===== src/rtl/totd_pattern_gen_40mhz_if.sv =====
// Port bundle for the 40 MHz ToTd synthetic-shower pattern generator.
// Provides default widths for ADC_WIDTH and the FD/FN fields when the trigger headers are absent.
`ifndef ADC_WIDTH
`define ADC_WIDTH 12
`endif
`ifndef COMPATIBILITY_TOTD_FD_BITS
`define COMPATIBILITY_TOTD_FD_BITS 8
`endif
`ifndef COMPATIBILITY_TOTD_FN_BITS
`define COMPATIBILITY_TOTD_FN_BITS 4
`endif

interface totd_pattern_gen_40mhz_if #(
    parameter int ADC_WIDTH = `ADC_WIDTH,
    parameter int CNT_BITS  = 8
);
    // START/ABORT are level requests sampled on every CLK120 edge and held as
    // sticky flags until the next bin edge; no ready is returned. BUSY says a
    // pattern is running (a START seen then is dropped); DONE marks its end.
    logic                                    START;
    logic                                    ABORT;
    logic [ADC_WIDTH-1:0]                    BASELINE;
    logic [ADC_WIDTH-1:0]                    AMPLITUDE;
    logic [CNT_BITS-1:0]                     NPULSES;
    logic [CNT_BITS-1:0]                     PULSE_WIDTH;
    logic [CNT_BITS-1:0]                     PULSE_GAP;
    logic [CNT_BITS-1:0]                     TAIL_MAX;
    logic [`COMPATIBILITY_TOTD_FD_BITS-1:0]  FD;
    logic [`COMPATIBILITY_TOTD_FN_BITS-1:0]  FN;
    logic [1:0]                              ENABLE40;
    logic [ADC_WIDTH-1:0]                    ADC;
    logic                                    BUSY;
    logic                                    DONE;
    logic [2:0]                              state_dbg;

    modport master (
        output START, ABORT, BASELINE, AMPLITUDE, NPULSES, PULSE_WIDTH,
               PULSE_GAP, TAIL_MAX, FD, FN,
        input  ENABLE40, ADC, BUSY, DONE, state_dbg
    );

    modport slave (
        input  START, ABORT, BASELINE, AMPLITUDE, NPULSES, PULSE_WIDTH,
               PULSE_GAP, TAIL_MAX, FD, FN,
        output ENABLE40, ADC, BUSY, DONE, state_dbg
    );
endinterface


===== src/rtl/totd_pattern_gen_40mhz.sv =====
// Pulse-train source shaped by the forward FD/FN filter, updated once per 40 MHz bin on CLK120.
// Define TOTD_PATGEN_NOISE_EN to add a 1-LSB LFSR dither bit to ADC.
`ifndef ADC_WIDTH
`define ADC_WIDTH 12
`endif
`ifndef COMPATIBILITY_TOTD_FD_BITS
`define COMPATIBILITY_TOTD_FD_BITS 8
`endif
`ifndef COMPATIBILITY_TOTD_FN_BITS
`define COMPATIBILITY_TOTD_FN_BITS 4
`endif

module totd_pattern_gen_40mhz #(
    parameter int ADC_WIDTH = `ADC_WIDTH,
    parameter int CNT_BITS  = 8
) (
    input logic                    CLK120,
    input logic                    RESET_N,
    totd_pattern_gen_40mhz_if.slave bus
);
    localparam int AW  = ADC_WIDTH + 4;
    localparam int FDW = `COMPATIBILITY_TOTD_FD_BITS;
    localparam logic [CNT_BITS-1:0] ONE = CNT_BITS'(1);

    typedef enum logic [2:0] {S_IDLE, S_PULSE, S_GAP, S_TAIL, S_DONE} state_t;

    state_t               st, st_nxt;
    logic [1:0]           ph;
    logic                 bin_edge, start_flag, abort_flag, start_req, abort_req;
    logic [CNT_BITS-1:0]  pulse_cnt, bin_cnt, gap_cnt, tail_cnt;
    logic [CNT_BITS-1:0]  pulse_nxt, bin_nxt, gap_nxt, tail_nxt;
    logic [CNT_BITS-1:0]  width_r, gap_r, tmax_r, width_in;
    logic [ADC_WIDTH-1:0] amp_r, base_r, amp_eff, base_eff, adc_r, adc_nxt;
    logic [AW-1:0]        acc, acc_nxt, src;
    logic [AW+FDW-1:0]    prod, decay;
    logic [AW+FDW:0]      acc_sum;
    logic [AW:0]          adc_sum;
    logic                 load_cfg, done_r, noise_bit;

    assign bin_edge  = (ph == 2'd0);
    assign start_req = start_flag | bus.START;
    assign abort_req = abort_flag | bus.ABORT;
    assign width_in  = (bus.PULSE_WIDTH == '0) ? ONE : bus.PULSE_WIDTH;

    always_comb begin
        st_nxt    = st;
        pulse_nxt = pulse_cnt;
        bin_nxt   = bin_cnt;
        gap_nxt   = gap_cnt;
        tail_nxt  = tail_cnt;
        load_cfg  = 1'b0;
        case (st)
            S_IDLE: begin
                if (start_req && !abort_req) begin
                    if (bus.NPULSES == '0) begin
                        st_nxt = S_DONE;
                    end else begin
                        st_nxt    = S_PULSE;
                        load_cfg  = 1'b1;
                        pulse_nxt = bus.NPULSES;
                        bin_nxt   = width_in;
                    end
                end
            end
            S_PULSE: begin
                if (bin_cnt > ONE) begin
                    bin_nxt = bin_cnt - ONE;
                end else begin
                    pulse_nxt = pulse_cnt - ONE;
                    if (pulse_cnt > ONE) begin
                        if (gap_r == '0) begin
                            bin_nxt = width_r;
                        end else begin
                            st_nxt  = S_GAP;
                            gap_nxt = gap_r;
                        end
                    end else begin
                        st_nxt   = S_TAIL;
                        tail_nxt = ONE;
                    end
                end
            end
            S_GAP: begin
                if (gap_cnt > ONE) begin
                    gap_nxt = gap_cnt - ONE;
                end else begin
                    st_nxt  = S_PULSE;
                    bin_nxt = width_r;
                end
            end
            S_TAIL: begin
                if (acc == '0 || tail_cnt >= tmax_r) st_nxt = S_DONE;
                else                                 tail_nxt = tail_cnt + ONE;
            end
            S_DONE:  st_nxt = S_IDLE;
            default: st_nxt = S_IDLE;
        endcase
        // DONE is left alone so an abort there cannot produce a second DONE pulse.
        if (abort_req && st != S_IDLE && st != S_DONE) st_nxt = S_DONE;
    end

    // Config comes straight from the ports on the accepting edge, from the latches afterwards.
    assign amp_eff  = (st == S_IDLE) ? bus.AMPLITUDE : amp_r;
    assign base_eff = load_cfg ? bus.BASELINE : base_r;
    assign src      = (st_nxt == S_PULSE) ? {4'b0000, amp_eff} : '0;
    assign prod     = {{FDW{1'b0}}, acc} * {{AW{1'b0}}, bus.FD};
    assign decay    = prod >> bus.FN;
    assign acc_sum  = {1'b0, decay} + {{(FDW+1){1'b0}}, src};

    always_comb begin
        acc_nxt = '0;
        if (st_nxt != S_IDLE && st_nxt != S_DONE)
            acc_nxt = (|acc_sum[AW+FDW:AW]) ? {AW{1'b1}} : acc_sum[AW-1:0];
    end

`ifdef TOTD_PATGEN_NOISE_EN
    logic [15:0] lfsr;
    assign noise_bit = lfsr[0];
    always_ff @(posedge CLK120 or negedge RESET_N) begin
        if (!RESET_N)      lfsr <= 16'hACE1;
        else if (bin_edge) lfsr <= (lfsr >> 1) ^ (lfsr[0] ? 16'hB400 : 16'h0000);
    end
`else
    assign noise_bit = 1'b0;
`endif

    assign adc_sum = {5'b00000, base_eff} + {1'b0, acc_nxt} + {{AW{1'b0}}, noise_bit};
    assign adc_nxt = (|adc_sum[AW:ADC_WIDTH]) ? {ADC_WIDTH{1'b1}} : adc_sum[ADC_WIDTH-1:0];

    always_ff @(posedge CLK120 or negedge RESET_N) begin
        if (!RESET_N) begin
            st         <= S_IDLE;
            ph         <= 2'd0;
            start_flag <= 1'b0;
            abort_flag <= 1'b0;
            pulse_cnt  <= '0;
            bin_cnt    <= '0;
            gap_cnt    <= '0;
            tail_cnt   <= '0;
            width_r    <= '0;
            gap_r      <= '0;
            tmax_r     <= '0;
            amp_r      <= '0;
            base_r     <= '0;
            acc        <= '0;
            adc_r      <= '0;
            done_r     <= 1'b0;
        end else begin
            ph     <= (ph == 2'd2) ? 2'd0 : ph + 2'd1;
            done_r <= 1'b0;
            if (bin_edge) begin
                st         <= st_nxt;
                pulse_cnt  <= pulse_nxt;
                bin_cnt    <= bin_nxt;
                gap_cnt    <= gap_nxt;
                tail_cnt   <= tail_nxt;
                acc        <= acc_nxt;
                adc_r      <= adc_nxt;
                start_flag <= 1'b0;
                abort_flag <= 1'b0;
                done_r     <= (st_nxt == S_DONE);
                if (load_cfg) begin
                    width_r <= width_in;
                    gap_r   <= bus.PULSE_GAP;
                    tmax_r  <= bus.TAIL_MAX;
                    amp_r   <= bus.AMPLITUDE;
                    base_r  <= bus.BASELINE;
                end
            end else begin
                start_flag <= start_flag | bus.START;
                abort_flag <= abort_flag | bus.ABORT;
            end
        end
    end

    assign bus.ENABLE40  = ph;
    assign bus.ADC       = adc_r;
    assign bus.BUSY      = (st != S_IDLE);
    assign bus.DONE      = done_r;
    assign bus.state_dbg = st;
endmodule


===== src/flat_wrapper.sv =====
// flat-port wrapper written by rule: the top's interface ports become plain ports
module totd_pattern_gen_40mhz_flat 
#(
    parameter int ADC_WIDTH = `ADC_WIDTH,
    parameter int CNT_BITS  = 8
)
  (CLK120, RESET_N, bus_START, bus_ABORT, bus_BASELINE, bus_AMPLITUDE, bus_NPULSES, bus_PULSE_WIDTH, bus_PULSE_GAP, bus_TAIL_MAX, bus_FD, bus_FN, bus_ENABLE40, bus_ADC, bus_BUSY, bus_DONE, bus_state_dbg);
  totd_pattern_gen_40mhz_if #(.ADC_WIDTH(ADC_WIDTH), .CNT_BITS(CNT_BITS)) bus_i ();
  input logic CLK120;
  input logic RESET_N;
  input wire logic [$bits(bus_i.START)-1:0] bus_START;
  input wire logic [$bits(bus_i.ABORT)-1:0] bus_ABORT;
  input wire logic [$bits(bus_i.BASELINE)-1:0] bus_BASELINE;
  input wire logic [$bits(bus_i.AMPLITUDE)-1:0] bus_AMPLITUDE;
  input wire logic [$bits(bus_i.NPULSES)-1:0] bus_NPULSES;
  input wire logic [$bits(bus_i.PULSE_WIDTH)-1:0] bus_PULSE_WIDTH;
  input wire logic [$bits(bus_i.PULSE_GAP)-1:0] bus_PULSE_GAP;
  input wire logic [$bits(bus_i.TAIL_MAX)-1:0] bus_TAIL_MAX;
  input wire logic [$bits(bus_i.FD)-1:0] bus_FD;
  input wire logic [$bits(bus_i.FN)-1:0] bus_FN;
  output wire logic [$bits(bus_i.ENABLE40)-1:0] bus_ENABLE40;
  output wire logic [$bits(bus_i.ADC)-1:0] bus_ADC;
  output wire logic [$bits(bus_i.BUSY)-1:0] bus_BUSY;
  output wire logic [$bits(bus_i.DONE)-1:0] bus_DONE;
  output wire logic [$bits(bus_i.state_dbg)-1:0] bus_state_dbg;
  assign bus_i.START = bus_START;
  assign bus_i.ABORT = bus_ABORT;
  assign bus_i.BASELINE = bus_BASELINE;
  assign bus_i.AMPLITUDE = bus_AMPLITUDE;
  assign bus_i.NPULSES = bus_NPULSES;
  assign bus_i.PULSE_WIDTH = bus_PULSE_WIDTH;
  assign bus_i.PULSE_GAP = bus_PULSE_GAP;
  assign bus_i.TAIL_MAX = bus_TAIL_MAX;
  assign bus_i.FD = bus_FD;
  assign bus_i.FN = bus_FN;
  assign bus_ENABLE40 = bus_i.ENABLE40;
  assign bus_ADC = bus_i.ADC;
  assign bus_BUSY = bus_i.BUSY;
  assign bus_DONE = bus_i.DONE;
  assign bus_state_dbg = bus_i.state_dbg;
  totd_pattern_gen_40mhz #(.ADC_WIDTH(ADC_WIDTH), .CNT_BITS(CNT_BITS)) u_core (.CLK120(CLK120), .RESET_N(RESET_N), .bus(bus_i));
endmodule

===== config.mk =====
export PLATFORM = sky130hd
export DESIGN_NAME = totd_pattern_gen_40mhz_flat
export DESIGN_NICKNAME = d
export VERILOG_FILES = /design/src/rtl/totd_pattern_gen_40mhz_if.sv /design/src/rtl/totd_pattern_gen_40mhz.sv /design/src/flat_wrapper.sv
export SDC_FILE = /design/constraint.sdc
export NUM_CORES = 1
export LEC_CHECK = 0
export CAP_MARGIN = 30
export CORE_ASPECT_RATIO = 0.8
export CORE_UTILIZATION = 38
export DETAILED_ROUTE_END_ITERATION = 8
export PLACE_DENSITY_LB_ADDON = 0.1
export SKIP_CTS_REPAIR_TIMING = 1
export SLEW_MARGIN = 20
export SYNTH_ARGS = -nofsm -noshare
export SYNTH_HDL_FRONTEND = slang
export SYNTH_SLANG_ARGS = --single-unit

===== constraint.sdc =====
create_clock -name CLK120 -period 12 [get_ports CLK120]
set_clock_uncertainty 0.1 [all_clocks]
set_input_delay 2.4 -clock CLK120 [delete_from_list [all_inputs] [get_ports CLK120]]
set_output_delay 2.4 -clock CLK120 [all_outputs]
set_load 0.005 [all_outputs]

==> metrics.cfg, run 1 <==
[outcome]
status=completed

[floorplanning]
coreArea_um2=33600
num_rows=60
die_w_um=208
fp.dieH_um=167
dieArea_um2=34800
initial_utilization_pct=38.6
ios=91

[sta]
final.setup.tns_ns=0
final-setup-viol-count=0
rsz0062_at_grt=yes
slew_viol_final=0
finalHoldViolCount=0
max_slew.worst_pin.slew_ns=0.829
slew_headroom_pct=44.7
maxClockFrequency_ghz=0.0843
worst_slack_ns=0.136
hold_ws_ns=0.345
period_share_pct=98.9
min_period_ns=11.86

[final_layout]
diodes=0
area_growth_pct=34.2
layout-drive-gt1-share_pct=27.4
nNetsFinal=2073
final_cell_mix=buf_4 (249), nand2_1 (170), inv_1 (127)
utilization_pct=51.8
fill_cells=3150
final_area_um2=17400
layout_commonest_cell=buf_4

[hold_path]
holdCritPathClass=register to register
min_to=u_core.bus.ENABLE40[1]$_DFF_PN0_
min_path_cells=1
min-delay-start=u_core.bus.ENABLE40[1]$_DFF_PN0_

[critical_path]
reg2reg_depth=45
critPathSlowestCell=fa_1
critPathKind=input pin to register
cp_max_fo=6
slowest_delay_ns=0.55
crit_path_end_kind=register
required_ns=12.21
arrival_ns=12.07
start_kind=input pin
regToRegEndpoint=u_core.bus.ADC[5]$_DFFE_PN0P_
ff2ff_setup_slack_ns=1.62
r2r_start=u_core.acc[0]$_DFFE_PN0P_

[grt]
gr-usage-all-layers_pct=23.1
grt_pass1_vias=11772
grt_max_degree=64
grt_pass1_wl_um=64500
antenna_found_initial=0
grt-ovfl-total=0

[routing]
drtIter0Drc=688
route.vias.total=12135
wl_per_cell_um=17.6
ant_nets=0
first_pass_iters=5
routed_via_density=5.32
drc=0
routed_wl_um=40100

[power_and_ir_drop]
vdd_drop_max_uv=102
power.density_nw_per_um2=232
p_leak_nw=7.83

[synth]
async_flop_share_pct=100
synth_cells=1553
yosysSeqAreaShare_pct=22.4
yosysWarnings=0
ys_types=78
synth-edff-count=0
syn_nets=1794
syn_area_um2=12900
synth-seq-cells=116
avgSynthCellArea_um2=8.34
synth_top_flop_cell=dfrtp_1

[clocking]
clk_latency_ns=0.42
h-tree-depth=4
clockBufferDepth=2
cts_sinks=116
path_clk_slew_ns=0.06
cts_buffers=17
cts_root_buffer=clkbuf_16
cts_tree=built

[place]
routabilityCongestion=0.858
place_ws_ns=-1.10
dpl_cell_area_um2=15900
place_hpwl_um=30900
port_buffers=90

[job]
maxCapViolations=0

cell type report:
| cell class | count | area (um2) | area share (%) |
|---|---|---|---|
| multi-input combinational | 1214 | 9940 | 57.2 |
| sequential | 116 | 2900 | 16.7 |
| timing repair buffer | 348 | 2870 | 16.5 |
| tap | 434 | 543 | 3.12 |
| inverter | 135 | 507 | 2.92 |
| clock buffer | 18 | 439 | 2.53 |
| clock inverter | 14 | 176 | 1.02 |
registers in the layout, indices dropped and copies added, names as in the netlist:
| name | flops |
|---|---|
| u_core.acc | 16 |
| u_core.gap_r | 8 |
| u_core.bus.ADC | 12 |
| u_core.tail_cnt | 8 |
| u_core.bus.state_dbg | 3 |
| u_core.width_r | 8 |
| u_core.bus.ENABLE40 | 2 |
| u_core.start_flag | 1 |
| u_core.bin_cnt | 8 |
| u_core.gap_cnt | 8 |
| u_core.bus.DONE | 1 |
| u_core.tmax_r | 8 |
| u_core.amp_r | 12 |
| u_core.base_r | 12 |
| u_core.abort_flag | 1 |
| u_core.pulse_cnt | 8 |
power by group:
group / total, mW / internal (mW) / switching [mW] / leakage (nW)
sequential: 0.689 / 0.537 / 0.152 / 1.46
clock: 0.534 / 0.334 / 0.200 / 0.286
combinational: 2.82 / 1.40 / 1.42 / 6.09
stage by stage:
step,power [mW],instances
2_1_floorplan,2.09,1553
3_3_place_gp,3.18,2224
3_5_place_dp,3.21,2224
4_1_cts,3.77,2256
5_1_grt,4.37,2279
6_report,4.04,2279
worst max-delay path by stage:
| stage | startpoint | endpoint |
|---|---|---|
| floorplan | bus_FD[6] | u_core.bus.ADC[10]$_DFFE_PN0P_ |
| global placement | bus_FD[7] | u_core.bus.ADC[10]$_DFFE_PN0P_ |
| detailed placement | bus_FD[7] | u_core.bus.ADC[1]$_DFFE_PN0P_ |
| CTS | bus_FD[7] | u_core.bus.ADC[1]$_DFFE_PN0P_ |
| global route | bus_FD[3] | u_core.bus.ADC[8]$_DFFE_PN0P_ |
| finish | bus_FD[5] | u_core.bus.ADC[5]$_DFFE_PN0P_ |
Yosys cell counts (all sizes together) (4+ instances only):
cell type / count / area share, %
and3: 15 / 0.72
a21o: 24 / 1.4
o32ai: 4 / 0.27
and2: 82 / 4.0
nor3: 20 / 0.77
nand2: 176 / 5.1
nand4: 16 / 0.89
a221oi: 7 / 0.47
o211ai: 18 / 1.0
nand3b: 4 / 0.23
nor2b: 6 / 0.29
a211oi: 15 / 0.87
a31oi: 10 / 0.48
mux2: 62 / 5.4
nor2: 126 / 3.7
or2: 5 / 0.24
nand3: 38 / 1.5
o31ai: 7 / 0.41
nand2b: 10 / 0.48
a21oi: 99 / 3.9
o311ai: 5 / 0.34
and4: 4 / 0.27
or3: 8 / 0.39
a211o: 8 / 0.54
o22ai: 4 / 0.19
o221ai: 5 / 0.39
o2111ai: 7 / 0.47
a22oi: 4 / 0.23
nor4: 11 / 0.53
xnor2: 26 / 1.8
clkbuf: 73 / 2.1
o21bai: 8 / 0.46
dfrtp: 116 / 22
o22a: 14 / 0.95
mux2i: 26 / 2.0
inv: 134 / 3.9
buf: 16 / 0.65
o21a: 5 / 0.29
xor2: 14 / 0.95
fa: 86 / 13
a311oi: 4 / 0.32
or4: 8 / 0.49
o21ai: 105 / 4.1
ha: 83 / 8.0
metal layers:
metal	global-route usage, %	wire (um)	vias to the layer above
met1	36.2	21000	5910
met4	3.32	246	0
met2	33.6	17200	243
li1	-	-	5965
met5	0	0	-
met3	3.41	1680	17
cells by family (layout without fill, tap and decap cells):
group / after synthesis / count (layout) / synth area share [%]
xor+xnor: 40 / 40 / 2.71
compound gates: 375 / 376 / 18.8
flops: 116 / 116 / 22.4
simple gates: 538 / 538 / 20.1
buf+inv: 224 / 515 / 6.68
mux: 91 / 91 / 7.93
fa+ha+maj: 169 / 169 / 21.3
critical path: cells and delay by family:
family	cells	cell delay, ns
compound gates	19	3.44
fa+ha+maj	8	3.18
simple gates	9	1.48
buf+inv	8	0.80
mux	3	0.74
Power figures use the tool's default switching activity.
==> inputs of run 2 (changes only) <==
- clock period: 12 -> 10.55 ns (I/O delays scaled with it)
==> metrics.cfg, run 2 (synthesis gave the netlist of run 1 again) <==
[critical_path]
cp-endpoint=u_core.bus.ADC[11]$_DFFE_PN0P_
crit_top_cell=a21oi_2
required_ns=10.75  ; -1.46 ns
reg2reg_depth=49  ; +8.9%
path_buf_inv=8  ; unchanged
critPathKind=input pin to register
regToRegEndpoint=u_core.bus.ADC[11]$_DFFE_PN0P_
slowest_delay_ns=0.56  ; about the same
critPathTopFamily=compound AO/OA/AOI/OAI gates
arrival_ns=11.87  ; -0.20 ns
r2r_start=u_core.acc[5]$_DFFE_PN0P_
ff2ff_setup_slack_ns=0.18  ; -1.44 ns
crit_path_start=bus_FD[5]
crit_path_end_kind=register
cp_max_fo=8  ; +2
critical_path_depth=50  ; +6.4%
start_kind=input pin
critPathSlowestCell=fa_1

[sta]
finalHoldViolCount=0  ; unchanged
max_slew.worst_pin.slew_ns=0.859  ; +0.0300 ns
final-setup-viol-count=12  ; +12
period_share_pct=111
slew_viol_final=0  ; unchanged
maxClockFrequency_ghz=0.0857
worst_slack_ns=-1.12  ; -1.25 ns
slew_headroom_pct=42.7  ; -2.1 points
min_period_ns=11.67
rsz0062_at_grt=yes

[place]
place_ws_ns=-2.22  ; -1.12 ns
place_hpwl_um=32100  ; +3.7%
routabilityCongestion=0.868  ; +1.2%
dpl_cell_area_um2=16400  ; +2.8%
dp_cells=2261  ; +1.7%
port_buffers=90  ; unchanged

[routing]
first_pass_iters=5  ; unchanged
drc=0  ; unchanged
wl_per_cell_um=17.6  ; about the same
routed_wl_um=40800  ; +1.6%
route.vias.total=12427  ; +2.4%
ant_nets=0  ; unchanged
routed_via_density=5.37  ; +0.90%
drtIter0Drc=869  ; +26%

[final_layout]
diodes=0  ; unchanged
seqCellArea_um2=2900  ; unchanged
largest_reg_flops=16  ; unchanged
area_growth_pct=35.1
final_area_um2=17500  ; +0.67%
final_cell_mix=buf_4 (284), nand2_1 (171), inv_1 (130)
nNetsFinal=2109  ; +1.7%
fill_cells=3127  ; -0.73%
layout_commonest_cell=buf_4
top_register=u_core.acc
stdcell_count=2313  ; +1.5%
layout-drive-gt1-share_pct=27.5  ; +0.036 points
multi_input_area_um2=9780  ; -1.6%

[hold_path]
min_path_cells=1  ; unchanged
holdCritPathClass=register to register

[power_and_ir_drop]
switching_share_pct=43.3  ; -0.47 points
vdd_drop_max_uv=113  ; +11%
combPwrFrac_pct=69.9  ; +0.2 points
p_int_mw=2.56  ; +13%
power_mw=4.52  ; +12%
power.density_nw_per_um2=258  ; +11%
pwr-share-seq_pct=16.8  ; -0.3 points
power.switching_mw=1.96  ; +11%
p_leak_nw=8.03  ; +2.5%
pwr-share-clk_pct=13.4  ; +0.2 points

[grt]
antenna_found_initial=0  ; unchanged
grt-ovfl-total=0  ; unchanged
grt_max_degree=70  ; +9.4%
gr-usage-all-layers_pct=23.5  ; +0.35 points
grt_pass1_vias=11976  ; +1.7%
grt_pass1_wl_um=65100  ; +0.96%

[floorplanning]
num_rows=60  ; unchanged
initial_utilization_pct=38.6  ; unchanged
ios=91  ; unchanged
die_w_um=208  ; unchanged
dieArea_um2=34800  ; unchanged
fp.dieH_um=167  ; unchanged
coreArea_um2=33600  ; unchanged

[clocking]
cts_sinks=116  ; unchanged
h-tree-depth=4  ; unchanged
cts_root_buffer=clkbuf_16
cts_tree=built
path_clk_slew_ns=0.06  ; about the same
clk_latency_ns=0.42  ; about the same
clockBufferDepth=2  ; unchanged
cts_buffers=17  ; unchanged

[outcome]
violations=negative setup slack
status=finished, violations left

[job]
maxCapViolations=0  ; unchanged

[run 2: changes by cell type in the layout (fill, tap and decap cells not counted), sizes merged, moves of 2 or more]
cell and delta:
buf +33, clkbuf +7, clkinvlp -3, inv -2
[run 2: area by class of cell]
type,instances,area share (%)
clock buffers,22,2.77
clock inverters,8,0.708
inverters,135,2.90
multi-input cells,1214,55.9
flip-flops and latches,116,16.6
well taps,434,3.10
repair buffers,384,18.0
[run 2: power by group through the flow]
stage	clock (mW)	sequential [mW]	combinational, mW
2_1_floorplan	0	0.695	1.75
3_3_place_gp	0	0.756	2.96
3_5_place_dp	0	0.758	2.97
4_1_cts	0.616	0.754	3.00
5_1_grt	0.636	0.778	3.47
6_report	0.604	0.757	3.16
[run 2: how the worst min path moves through the flow]
stage               slack [ns]                        startpoint                               end
finish                    0.35  u_core.bus.ENABLE40[1]$_DFF_PN0_  u_core.bus.ENABLE40[1]$_DFF_PN0_
global route              0.38  u_core.bus.ENABLE40[1]$_DFF_PN0_  u_core.bus.ENABLE40[1]$_DFF_PN0_
CTS                       0.35  u_core.bus.ENABLE40[1]$_DFF_PN0_  u_core.bus.ENABLE40[1]$_DFF_PN0_
detailed placement        0.35  u_core.bus.ENABLE40[1]$_DFF_PN0_  u_core.bus.ENABLE40[1]$_DFF_PN0_
global placement          0.34  u_core.bus.ENABLE40[1]$_DFF_PN0_  u_core.bus.ENABLE40[1]$_DFF_PN0_
floorplan                 0.34  u_core.bus.ENABLE40[1]$_DFF_PN0_  u_core.bus.ENABLE40[1]$_DFF_PN0_
[run 2: layer usage]
metal / GRT usage [%] / up-vias / wire, um
li1: - / 6036 / -
met1: 36.0 / 6068 / 20500
met2: 35.4 / 296 / 18000
met3: 2.92 / 27 / 1910
met4: 3.77 / 0 / 367
met5: 0 / - / 0
[run 2: worst register-to-register path, delay by kind of cell (launching register included)]
kind / cells / cell delay, ns
AOI/OAI and AO/OA: 23 / 4.07
adders and majority gates: 9 / 3.23
buffers and inverters: 7 / 0.54
DFF: 1 / 0.59
muxes: 2 / 0.63
and+or+nand+nor: 8 / 1.10
[run 2: metrics by stage]
step	util (%)	TNS [ns]	hold WS (ns)
finish	52.1	-13.21	0.353
global route	52.1	-19.19	0.381
CTS	50.6	-22.06	0.355
detailed placement	48.8	-26.55	0.346
global placement	48.8	-24.08	0.336
floorplan	-	-11.19	0.339
==> inputs of run 3 (changes only) <==
- MAX_ROUTING_LAYER: not set -> met4
==> metrics.cfg, run 3 (synthesis gave the netlist of run 1 again) <==
[final_layout]
largest_reg_flops=16  ; unchanged
nNetsFinal=2109  ; unchanged
fill_cells=3127  ; unchanged
area_growth_pct=35.1  ; unchanged
final_cell_mix=buf_4 (284), nand2_1 (171), inv_1 (130)
top_register=u_core.acc
layout_commonest_cell=buf_4
layout-drive-gt1-share_pct=27.5  ; unchanged
final_area_um2=17500  ; unchanged
diodes=0  ; unchanged
utilization_pct=52.1  ; unchanged

[sta]
worst_slack_ns=-1.10  ; +0.0186 ns
rsz0062_at_grt=yes
max_slew.worst_pin.slew_ns=0.870  ; +0.0110 ns
period_share_pct=110  ; -0.18 points
finalHoldViolCount=0  ; unchanged
maxClockFrequency_ghz=0.0859  ; +0.16%
min_period_ns=11.65  ; -0.0186 ns
slew_viol_final=0  ; unchanged
final-setup-viol-count=12  ; unchanged
slew_headroom_pct=41.9  ; -0.73 points
final.setup.tns_ns=-13.00  ; +0.207 ns

[critical_path]
reg2reg_depth=49  ; unchanged
ff2ff_setup_slack_ns=0.20  ; +0.02 ns
critPathSlowestCell=fa_1
slowest_delay_ns=0.56  ; about the same
critPathKind=input pin to register
arrival_ns=11.85  ; -0.02 ns
critPathTopFamily=compound AO/OA/AOI/OAI gates
required_ns=10.76  ; about the same
crit_top_cell=a21oi_2
regToRegEndpoint=u_core.bus.ADC[11]$_DFFE_PN0P_
r2r_start=u_core.acc[5]$_DFFE_PN0P_
crit_path_end_kind=register
cp_max_fo=8  ; unchanged
start_kind=input pin
path_buf_inv=8  ; unchanged

[routing]
drc=0  ; unchanged
routed_wl_um=40600  ; -0.34%
wl_per_cell_um=17.6  ; -0.34%
first_pass_iters=5  ; unchanged
route.vias.total=12408  ; -0.15%
ant_nets=0  ; unchanged
drtIter0Drc=874  ; +0.58%
routed_via_density=5.36  ; -0.15%

[grt]
grt-ovfl-total=0  ; unchanged
grt_pass1_wl_um=65100  ; about the same
gr-usage-all-layers_pct=24.2  ; +0.73 points
grt_use_met2_pct=35.4  ; unchanged
grt_max_degree=70  ; unchanged
grt_use_met1_pct=36.0  ; about the same
met3_usage_pct=2.98  ; +0.057 points
grt_pass1_vias=11959  ; -0.14%
antenna_found_initial=0  ; unchanged
top_usage_layer=met1

[floorplanning]
num_rows=60  ; unchanged
dieArea_um2=34800  ; unchanged
coreArea_um2=33600  ; unchanged
initial_utilization_pct=38.6  ; unchanged
die_w_um=208  ; unchanged
fp.dieH_um=167  ; unchanged
ios=91  ; unchanged

[outcome]
status=finished, violations left
violations=negative setup slack

[power_and_ir_drop]
p_leak_nw=8.03  ; unchanged
power_mw=4.51  ; about the same
power.density_nw_per_um2=258  ; about the same
vdd_drop_max_uv=113  ; about the same

[clocking]
path_clk_slew_ns=0.05  ; about the same
cts_root_buffer=clkbuf_16
clockBufferDepth=2  ; unchanged
clk_latency_ns=0.43  ; about the same
cts_buffers=17  ; unchanged
cts_sinks=116  ; unchanged
h-tree-depth=4  ; unchanged
cts_tree=built

[job]
maxCapViolations=0  ; unchanged

[hold_path]
min_path_cells=1  ; unchanged
min_to=u_core.bus.ENABLE40[1]$_DFF_PN0_
min-delay-start=u_core.bus.ENABLE40[1]$_DFF_PN0_
holdCritPathClass=register to register

[place]
place_hpwl_um=32100  ; unchanged
port_buffers=90  ; unchanged
place_ws_ns=-2.22  ; unchanged
dpl_cell_area_um2=16400  ; unchanged
routabilityCongestion=0.882  ; +1.6%

[run 3: how the worst max path moves through the flow]
stage / startpoint / end / slack (ns) / cells past startpoint
finish: bus_FD[5] / u_core.bus.ADC[11]$_DFFE_PN0P_ / -1.10 / 50
global route: bus_FD[5] / u_core.bus.ADC[9]$_DFFE_PN0P_ / -1.61 / 49
CTS: bus_FD[6] / u_core.bus.ADC[8]$_DFFE_PN0P_ / -1.85 / 48
detailed placement: bus_FD[6] / u_core.bus.ADC[8]$_DFFE_PN0P_ / -2.22 / 48
global placement: bus_FD[6] / u_core.bus.ADC[3]$_DFFE_PN0P_ / -2.01 / 48
floorplan: bus_FD[2] / u_core.bus.ADC[10]$_DFFE_PN0P_ / -0.95 / 52
[run 3: layout make-up]
cell class / instances / area, um2 / share of cell area, %
timing repair buffer: 384 / 3160 / 18.0
sequential: 116 / 2900 / 16.6
tap: 434 / 543 / 3.10
clock buffer: 22 / 484 / 2.77
multi-input combinational: 1214 / 9780 / 55.9
clock inverter: 8 / 124 / 0.708
inverter: 135 / 507 / 2.90
[run 3: power breakdown]
group	switching, mW	internal [mW]
clock network	0.210	0.393
registers	0.144	0.612
logic	1.60	1.56
[run 3: per-stage QoR]
stage                     std cells  hold slack, ns
after floorplan                1553           0.339
after CTS                      2291           0.355
after detailed placement       2261           0.346
after global routing           2313           0.381
final                          2313           0.350
after global placement         2261           0.336
[run 3: metal layers]
metal	up-vias	part of all wire [%]
li1	6033	-
met1	6075	51
met2	278	44
met3	22	4.3
met4	0	0.90
met5	-	0
